--- src/rtl/noc_pkg.sv ---
// Shared mesh-router definitions: packet field positions and output port indices.
package noc_pkg;

  localparam int PKT_W_DEFAULT = 64;
  localparam int HOP_W_DEFAULT = 4;

  localparam int VC_BIT   = 63;
  localparam int DIRX_BIT = 62;
  localparam int DIRY_BIT = 61;
  localparam int HOPX_MSB = 55;
  localparam int HOPX_LSB = 52;
  localparam int HOPY_MSB = 51;
  localparam int HOPY_LSB = 48;

  localparam int PORT_E = 0;
  localparam int PORT_W = 1;
  localparam int PORT_N = 2;
  localparam int PORT_S = 3;
  localparam int PORT_L = 4;
  localparam int NUM_PORTS = 5;

  typedef logic [NUM_PORTS-1:0] req_t;

endpackage

--- src/rtl/route_compute.sv ---
// Dimension-ordered (X then Y) route for one packet, plus the forwarded packet
// with the consumed hop decremented and the VC flipped. Purely combinational.
module route_compute
  import noc_pkg::*;
#(
  parameter int PACKET_WIDTH = PKT_W_DEFAULT,
  parameter int HOP_W        = HOP_W_DEFAULT
) (
  input  logic [PACKET_WIDTH-1:0] i_pkt,
  output req_t                    o_req,
  output logic [PACKET_WIDTH-1:0] o_pkt
);

  logic [HOP_W-1:0] w_hop_x;
  logic [HOP_W-1:0] w_hop_y;

  assign w_hop_x = i_pkt[HOPX_MSB:HOPX_LSB];
  assign w_hop_y = i_pkt[HOPY_MSB:HOPY_LSB];

  always_comb begin
    o_req = '0;
    o_pkt = i_pkt;
    if (w_hop_x != '0) begin
      if (i_pkt[DIRX_BIT]) o_req[PORT_W] = 1'b1;
      else                 o_req[PORT_E] = 1'b1;
      o_pkt[HOPX_MSB:HOPX_LSB] = w_hop_x - 1'b1;
      o_pkt[VC_BIT]            = ~i_pkt[VC_BIT];
    end else if (w_hop_y != '0) begin
      if (i_pkt[DIRY_BIT]) o_req[PORT_S] = 1'b1;
      else                 o_req[PORT_N] = 1'b1;
      o_pkt[HOPY_MSB:HOPY_LSB] = w_hop_y - 1'b1;
      o_pkt[VC_BIT]            = ~i_pkt[VC_BIT];
    end else begin
      // Arrived: ejected to the local port untouched.
      o_req[PORT_L] = 1'b1;
    end
  end

endmodule

--- src/rtl/router_input_port.sv ---
// Router input port: two single-packet VC buffers alternating between link
// write (VC ~polarity) and crossbar drain (VC polarity); also owns router polarity.
module router_input_port
  import noc_pkg::*;
#(
  parameter int PACKET_WIDTH = PKT_W_DEFAULT,
  parameter int HOP_W        = HOP_W_DEFAULT
) (
  input  logic                    clk,
  input  logic                    reset,
  output logic                    polarity,
  input  logic                    in_si,
  output logic                    in_ri,
  input  logic [PACKET_WIDTH-1:0] in_di,
  output logic                    out_valid,
  output logic [NUM_PORTS-1:0]    out_req,
  input  logic                    out_gnt,
  output logic [PACKET_WIDTH-1:0] out_data,
  output logic [1:0]              err
);

  logic                         r_polarity;
  logic [1:0]                   r_full;
  logic [1:0][PACKET_WIDTH-1:0] r_buf;
  logic [1:0][NUM_PORTS-1:0]    r_route;
  logic [1:0]                   r_err;

  logic                    w_ext_vc;
  req_t                    w_req;
  logic [PACKET_WIDTH-1:0] w_pkt;
  logic                    w_vc_bad;
  logic                    w_ovf;
  logic                    w_wr;
  logic                    w_drain;

  route_compute #(
    .PACKET_WIDTH (PACKET_WIDTH),
    .HOP_W        (HOP_W)
  ) u_route (
    .i_pkt (in_di),
    .o_req (w_req),
    .o_pkt (w_pkt)
  );

  assign w_ext_vc = ~r_polarity;
  // VC mismatch takes precedence: a wrong-VC packet is never counted as overflow.
  assign w_vc_bad = in_si && (in_di[VC_BIT] != w_ext_vc);
  assign w_ovf    = in_si && !w_vc_bad && r_full[w_ext_vc];
  assign w_wr     = in_si && !w_vc_bad && !r_full[w_ext_vc];
  assign w_drain  = out_gnt && r_full[r_polarity];

  always_ff @(posedge clk or posedge reset) begin
    if (reset) begin
      r_polarity <= 1'b0;
      r_full     <= '0;
      r_buf      <= '0;
      r_route    <= '0;
      r_err      <= '0;
    end else begin
      r_polarity <= ~r_polarity;
      r_err      <= r_err | {w_ovf, w_vc_bad};
      // Write and drain always address opposite VCs, so both can land together.
      if (w_wr) begin
        r_buf[w_ext_vc]   <= w_pkt;
        r_route[w_ext_vc] <= w_req;
        r_full[w_ext_vc]  <= 1'b1;
      end
      if (w_drain) begin
        r_full[r_polarity] <= 1'b0;
      end
    end
  end

  assign polarity  = r_polarity;
  assign in_ri     = !r_full[r_polarity];
  assign out_valid = r_full[r_polarity];
  assign out_req   = out_valid ? r_route[r_polarity] : '0;
  assign out_data  = out_valid ? r_buf[r_polarity] : '0;
  assign err       = r_err;

endmodule
--- config.mk ---
export PLATFORM = sky130hd
export DESIGN_NAME = router_input_port
export DESIGN_NICKNAME = d
export VERILOG_FILES = /design/src/rtl/noc_pkg.sv /design/src/rtl/route_compute.sv /design/src/rtl/router_input_port.sv
export SDC_FILE = /design/constraint.sdc
export NUM_CORES = 1
export LEC_CHECK = 0
export CAP_MARGIN = 20
export CORE_MARGIN = 2
export CORE_UTILIZATION = 65
export CTS_BUF_LIST = sky130_fd_sc_hd__clkbuf_4 sky130_fd_sc_hd__clkbuf_8
export DETAILED_ROUTE_END_ITERATION = 8
export DONT_BUFFER_PORTS = 1
export PLACE_DENSITY = 0.78
export SETUP_SLACK_MARGIN = 0.1
export SYNTH_ARGS = -nofsm -noshare
export SYNTH_HDL_FRONTEND = slang
export SYNTH_SLANG_ARGS = --single-unit
--- constraint.sdc ---
create_clock -name clk -period 7.6 [get_ports clk]
set_input_delay 1.14 -clock clk [delete_from_list [all_inputs] [get_ports clk]]
set_output_delay 1.14 -clock clk [all_outputs]
set_load 0.1 [all_outputs]
==> flow_metrics.py, run 1 <==
metrics = {
    "pwr": {
        "ir_worst_vdd_mv": 0.176,
        "p_leak_nw": 4.00,
        "power.total_mw": 2.01,
        "power_density_nw_per_um2": 277,
    },
    "worst_setup_path": {
        "critPathKind": "reg2out",
        "critPathBufInv": 1,
        "rr_endpoint": "r_buf[114]",
        "max_stage_delay_ns": 1.08,
        "arrival_ns": 3.31,
        "start_kind": "register",
        "reg2reg_depth": 4,
        "end_kind": "primary output",
        "crit-reg2reg-launch": "polarity",
        "crit_required_ns": 6.46,
        "worstPathMaxFanout": 41,
        "cp_slowest_cell": "dfrtp_4",
        "regToRegSetupSlack_ns": 4.42,
        "critical_path.cell_chain": "buf_4 -> mux2i_1 -> nor2_2",
        "critPathTopFamily": "flip-flops",
    },
    "worst_hold_path": {
        "hold_path_depth": 2,
        "min_from": "r_buf[28]",
        "hold_path.class": "reg2reg",
        "hold_end": "r_buf[28]",
    },
    "die": {
        "die_h_um": 106,
        "ios": 142,
        "core_um2": 10200,
        "die_w_um": 106,
        "rows": 37,
        "die-area_um2": 11200,
        "initial_core_util": 0.659,
    },
    "run_status": {
        "status": "finished, final reports clean",
    },
    "placement": {
        "place_inst": 862,
        "hpwl_mm": 9.55,
        "preCtsSetupSlack_ns": 3.61,
        "port_buffers": 0,
        "place_congestion": 0.813,
    },
    "detailed_routing": {
        "drt-wirelength-per-cell_um": 16.8,
        "via_per_inst": 5.67,
        "initialDrtViolationCount": 320,
        "drtPass1Iterations": 6,
        "routed_wl_mm": 15.0,
        "drcViolationCount": 0,
        "ant_nets": 0,
        "vias": 5072,
    },
    "cts": {
        "cts_buffers": 17,
        "clockRootBuffer": "clkbuf_8",
        "cts_tree": "built",
        "post_cts_buffers": 0,
        "cts_max_level": 4,
        "clock_latency_ns": 0.43,
        "path_clk_slew_ns": 0.08,
        "cts_hold_repair.buffers": 0,
        "cts_resized": 0,
        "cts_num_sinks": 143,
        "clockBufferDepth": 2,
    },
    "global_routing": {
        "antenna_found_initial": 0,
        "grt-ovfl-total": 0,
        "grt_pass1_vias": 5039,
        "grt_pass1_wl_mm": 24.3,
        "grtUsageTotal": 0.278,
        "grt_start_max_net_pins": 75,
    },
    "synthesis": {
        "postSynthCellCount": 767,
        "synth_adder_area_share": 0.00373,
        "synth.distinct_cells": 35,
        "syn_area_per_cell_um2": 8.76,
        "ys_async_sr_fraction": 1.00,
        "synth_top_family_by_area": "simple AND/OR/NAND/NOR gates",
        "yosysWarnings": 0,
        "ys_seq_area_frac": 0.533,
        "ys_ff_latch": 143,
        "synth_edf_count": 0,
        "synth_compound_area_frac": 0.0335,
        "ys.flop_type": "dfrtp_1",
        "yosys.area_share.simple": 0.269,
        "synth_xor_area_frac": 0.00261,
        "synth_mux_area_frac": 0.111,
        "synth_nets": 837,
        "synth_area_um2": 6720,
    },
    "timing": {
        "worstMarginPinSlew_ns": 1.11,
        "finalCriticalPeriod_ns": 4.45,
        "fin_hold_ws_ns": 0.475,
        "worst_slack_ns": 3.15,
        "setup_viol": 0,
        "period_share": 0.586,
        "slew_violations": 0,
        "relSlewSlack": 0.262,
        "fmax_mhz": 224,
        "rsz0062_at_grt": "no",
        "finalSetupTns_ns": 0,
        "fin_skew_ns": 0.00554,
        "hold_viol": 0,
    },
    "final_layout": {
        "diodes": 0,
        "synthToLayoutAreaGrowth_pct": 8.03,
        "nFillCells": 778,
        "drive_gt1_frac": 0.166,
        "nets": 815,
        "final_cells": 894,
    },
    "job": {
        "drv_cap": 0,
    },
}
[flip-flops by register name, summed over array words and instances, names as in the netlist]
register and count:
r_full 2, r_route 10, err 2, polarity 1, r_buf 128
[per-layer routing]
layer | track usage | vias up | share of wire
met4 | 0.0930 | 0 | 0.0099
met3 | 0.0705 | 12 | 0.066
met1 | 0.365 | 2515 | 0.42
met2 | 0.455 | 173 | 0.50
met5 | 0 | - | 0
li1 | - | 2372 | -
[cell usage after synthesis (2+ instances only)]
master     count  area, um2
nand3_1        4       20.0
o31ai_1        4       30.0
dfrtp_1      143       3580
buf_6          2       22.5
a21o_1         2       15.0
o31ai_2        2       25.0
inv_1          7       26.3
nand2_1      361       1360
xnor2_1        2       17.5
clkbuf_1       6       22.5
and4bb_2       2       25.0
ha_1           2       25.0
buf_2         27        135
nor2b_1        2       12.5
nor2_1        75        282
o21ai_0       18       90.1
or3b_4         2       22.5
a31oi_1        4       25.0
nand4bb_1      2       22.5
buf_4         14        105
mux2i_1       72        721
[cell usage in the layout, fill, tap and decap left out, types with 2 or more instances in the layout]
cell        Yosys  routed
a21o_1          2       2
a31oi_1         4       4
and4bb_2        2       3
buf_4          14       8
clkbuf_8        0      18
clkinv_2        0       3
clkinv_4        0       2
clkinvlp_4      0       6
dfrtp_1       143     142
ha_1            2       2
inv_1           7       6
inv_6           0       2
mux2i_1        72      72
nand2_1       361     361
nand3_1         4       4
nand4bb_4       0       2
nor2_1         75       6
nor2_2          0      69
nor2b_1         2       2
o21ai_0        18      18
o31ai_1         4       4
o31ai_2         2       2
or3b_4          2       2
xnor2_1         2       2
[area by class of cell]
type                       count  area [um2]  share of cell area
clock inverter                13         116              0.0160
clock buffer                  19         255              0.0352
timing repair buffer           8        60.1             0.00828
multi-input combinational    567        3040               0.418
sequential                   143        3580               0.494
tap                          136         170              0.0235
inverter                       8        35.0             0.00483
[kinds of logic after synthesis]
kind of cell / after synthesis
xor+xnor: 2
buf+inv: 57
mux: 74
simple gates: 456
fa+ha+maj: 2
compound gates: 33
flops: 143
[worst register-to-register path, delay by kind of cell, from the launching register on]
kind	cells	cell delay, ns
buffers and inverters	2	1.26
AND/OR/NAND/NOR	1	0.51
flip-flops	1	1.08
AO/OA/AOI/OAI	1	0.20
[worst max path at each step]
stage,from,end,slack [ns],depth (start not counted)
3_3_place_gp,polarity,out_data[46],3.72,3
4_1_cts,polarity,out_data[54],3.13,3
3_5_place_dp,polarity,out_data[57],3.61,3
6_report,polarity,out_data[55],3.15,3
5_1_grt,polarity,out_data[54],3.01,3
2_1_floorplan,reset,err[0],2.62,1
[where the power goes]
| part | leakage (nW) | switching [mW] | total [mW] | internal [mW] |
|---|---|---|---|---|
| clock network | 0.174 | 0.293 | 0.563 | 0.270 |
| registers | 1.77 | 0.0754 | 0.951 | 0.875 |
| logic | 2.06 | 0.404 | 0.496 | 0.0915 |
[through the flow]
stage               utilization  area, um2
floorplan                     -       6720
global placement          0.676       6880
detailed placement        0.676       6880
CTS                       0.712       7250
global route              0.712       7250
finish                    0.712       7250
Note: power is estimated with default switching activity, not from simulation.
==> run 2: changes to the inputs <==
clock period = 4.6 ns   (was 7.6 ns; I/O delays follow)
==> flow_metrics.py, run 2 (synthesis results as in run 1) <==
metrics = {
    "run_status": {
        "status": "finished, final reports clean",
    },
    "timing": {
        "rsz0062_at_grt": "no",
        "fmax_mhz": 286,
        "finalCriticalPeriod_ns": 3.50,
        "worstMarginPinSlew_ns": 1.11,
        "setup_viol": 0,
        "period_share": 0.761,
        "worst_slack_ns": 1.10,
        "slew_violations": 0,
        "relSlewSlack": 0.258,
        "fin_hold_ws_ns": 0.0197,
        "finalSetupTns_ns": 0,
        "fin_skew_ns": 0.00978,
        "hold_viol": 0,
    },
    "worst_setup_path": {
        "end_kind": "primary output",
        "arrival_ns": 2.81,
        "reg2reg_depth": 5,
        "crit-reg2reg-launch": "polarity",
        "crit_required_ns": 3.91,
        "critPathCapture": "out_data[62]",
        "start_kind": "register",
        "worstPathMaxFanout": 37,
        "critPathKind": "reg2out",
        "rr_endpoint": "r_buf[107]",
        "worstSetupStartpoint": "polarity",
        "regToRegSetupSlack_ns": 1.75,
    },
    "global_routing": {
        "grt_pass1_vias": 5496,
        "grt-ovfl-total": 0,
        "grtUsageTotal": 0.300,
        "grt_start_max_net_pins": 99,
        "grt_pass1_wl_mm": 26.2,
        "antenna_found_initial": 0,
    },
    "final_layout": {
        "multiInputGateArea_um2": 3040,
        "nets": 879,
        "final_cells": 958,
        "synthToLayoutAreaGrowth_pct": 16.0,
        "fin_util": 0.765,
        "reg_top3": "r_buf x128, r_route x10",
        "largest_reg_flops": 128,
        "nFillCells": 718,
        "top_register": "r_buf",
        "layout_commonest_cell": "nand2_1",
        "regArea_um2": 3580,
        "diodes": 0,
        "drive_gt1_frac": 0.231,
        "fin_area_um2": 7790,
        "final_cell_mix": "nand2_1, dfrtp_1, mux2i_1",
    },
    "worst_hold_path": {
        "hold_path.class": "in2async",
    },
    "detailed_routing": {
        "via_per_inst": 5.63,
        "routed_wl_mm": 16.0,
        "drtPass1Iterations": 5,
        "initialDrtViolationCount": 457,
        "ant_nets": 0,
        "vias": 5390,
        "drt-wirelength-per-cell_um": 16.7,
        "drcViolationCount": 0,
    },
    "pwr": {
        "combinationalPowerShare": 0.264,
        "clkPwrFrac": 0.281,
        "ir_worst_vdd_mv": 0.275,
        "power.total_mw": 3.45,
        "p_leak_nw": 4.38,
        "p_int_mw": 2.19,
        "p_switching_mw": 1.26,
        "power_density_nw_per_um2": 442,
        "seqPwrFrac": 0.454,
        "switching_share": 0.365,
    },
    "cts": {
        "clockRootBuffer": "clkbuf_8",
        "cts_tree": "built",
        "path_clk_slew_ns": 0.07,
        "cts_num_sinks": 143,
        "clockBufferDepth": 2,
        "clock_latency_ns": 0.45,
        "cts_hold_repair.buffers": 0,
        "post_cts_buffers": 0,
        "cts_buffers": 17,
        "cts_resized": 0,
        "cts_max_level": 4,
    },
    "job": {
        "drv_cap": 0,
    },
    "die": {
        "die_w_um": 106,
        "die_h_um": 106,
        "rows": 37,
        "core_um2": 10200,
        "initial_core_util": 0.659,
        "die-area_um2": 11200,
        "ios": 142,
    },
    "placement": {
        "port_buffers": 0,
        "place_inst": 925,
        "preCtsSetupSlack_ns": 1.59,
        "hpwl_mm": 10.4,
        "place_congestion": 0.859,
        "placed_cell_area_um2": 7380,
    },
}
[run 2: changes by cell type in the layout (fill, tap and decap cells not counted)]
cell,previous run,this run
buf_4,8,69
clkinvlp_4,6,2
buf_12,0,3
inv_6,2,0
clkinv_4,2,0
clkbuf_4,1,5
clkbuf_8,18,22
[run 2: power groups by stage]
stage | Combinational, mW | Clock (mW) | Sequential, mW
after floorplan | 0.720 | 0 | 1.55
after global placement | 0.882 | 0 | 1.57
after detailed placement | 0.910 | 0 | 1.59
after CTS | 0.916 | 0.978 | 1.56
after global routing | 0.976 | 1.04 | 1.58
final | 0.911 | 0.969 | 1.57
[run 2: worst min-delay path by stage]
stage          startpoint    endpoint  slack, ns  depth (start not counted)
3_3_place_gp    r_buf[32]   r_buf[32]       0.46                          2
6_report            reset  r_buf[105]       0.02                          1
3_5_place_dp    r_buf[25]   r_buf[25]       0.46                          2
5_1_grt             reset  r_buf[105]       0.01                          1
4_1_cts         in_di[61]  r_route[2]       0.32                          1
2_1_floorplan   r_buf[64]   r_buf[64]       0.44                          2
[run 2: critical path, cell delays in order, from the launching register on]
cell and delay [ns]:
dfrtp_4 0.67, mux2i_4 0.42, buf_12 0.30, nor2_2 0.89
[run 2: layout make-up]
| class | count | share of cell area |
|---|---|---|
| flip-flops and latches | 143 | 0.460 |
| repair buffers | 72 | 0.0742 |
| clock buffers | 27 | 0.0437 |
| inverters | 8 | 0.00434 |
| multi-input cells | 567 | 0.390 |
| well taps | 136 | 0.0218 |
| clock inverters | 5 | 0.00674 |
[run 2: routing by layer]
metal,up-vias,GRT usage,share of wire
met2,209,0.507,0.52
met4,0,0.115,0.024
met1,2640,0.375,0.39
met3,39,0.0717,0.072
met5,-,0,0
li1,2502,-,-
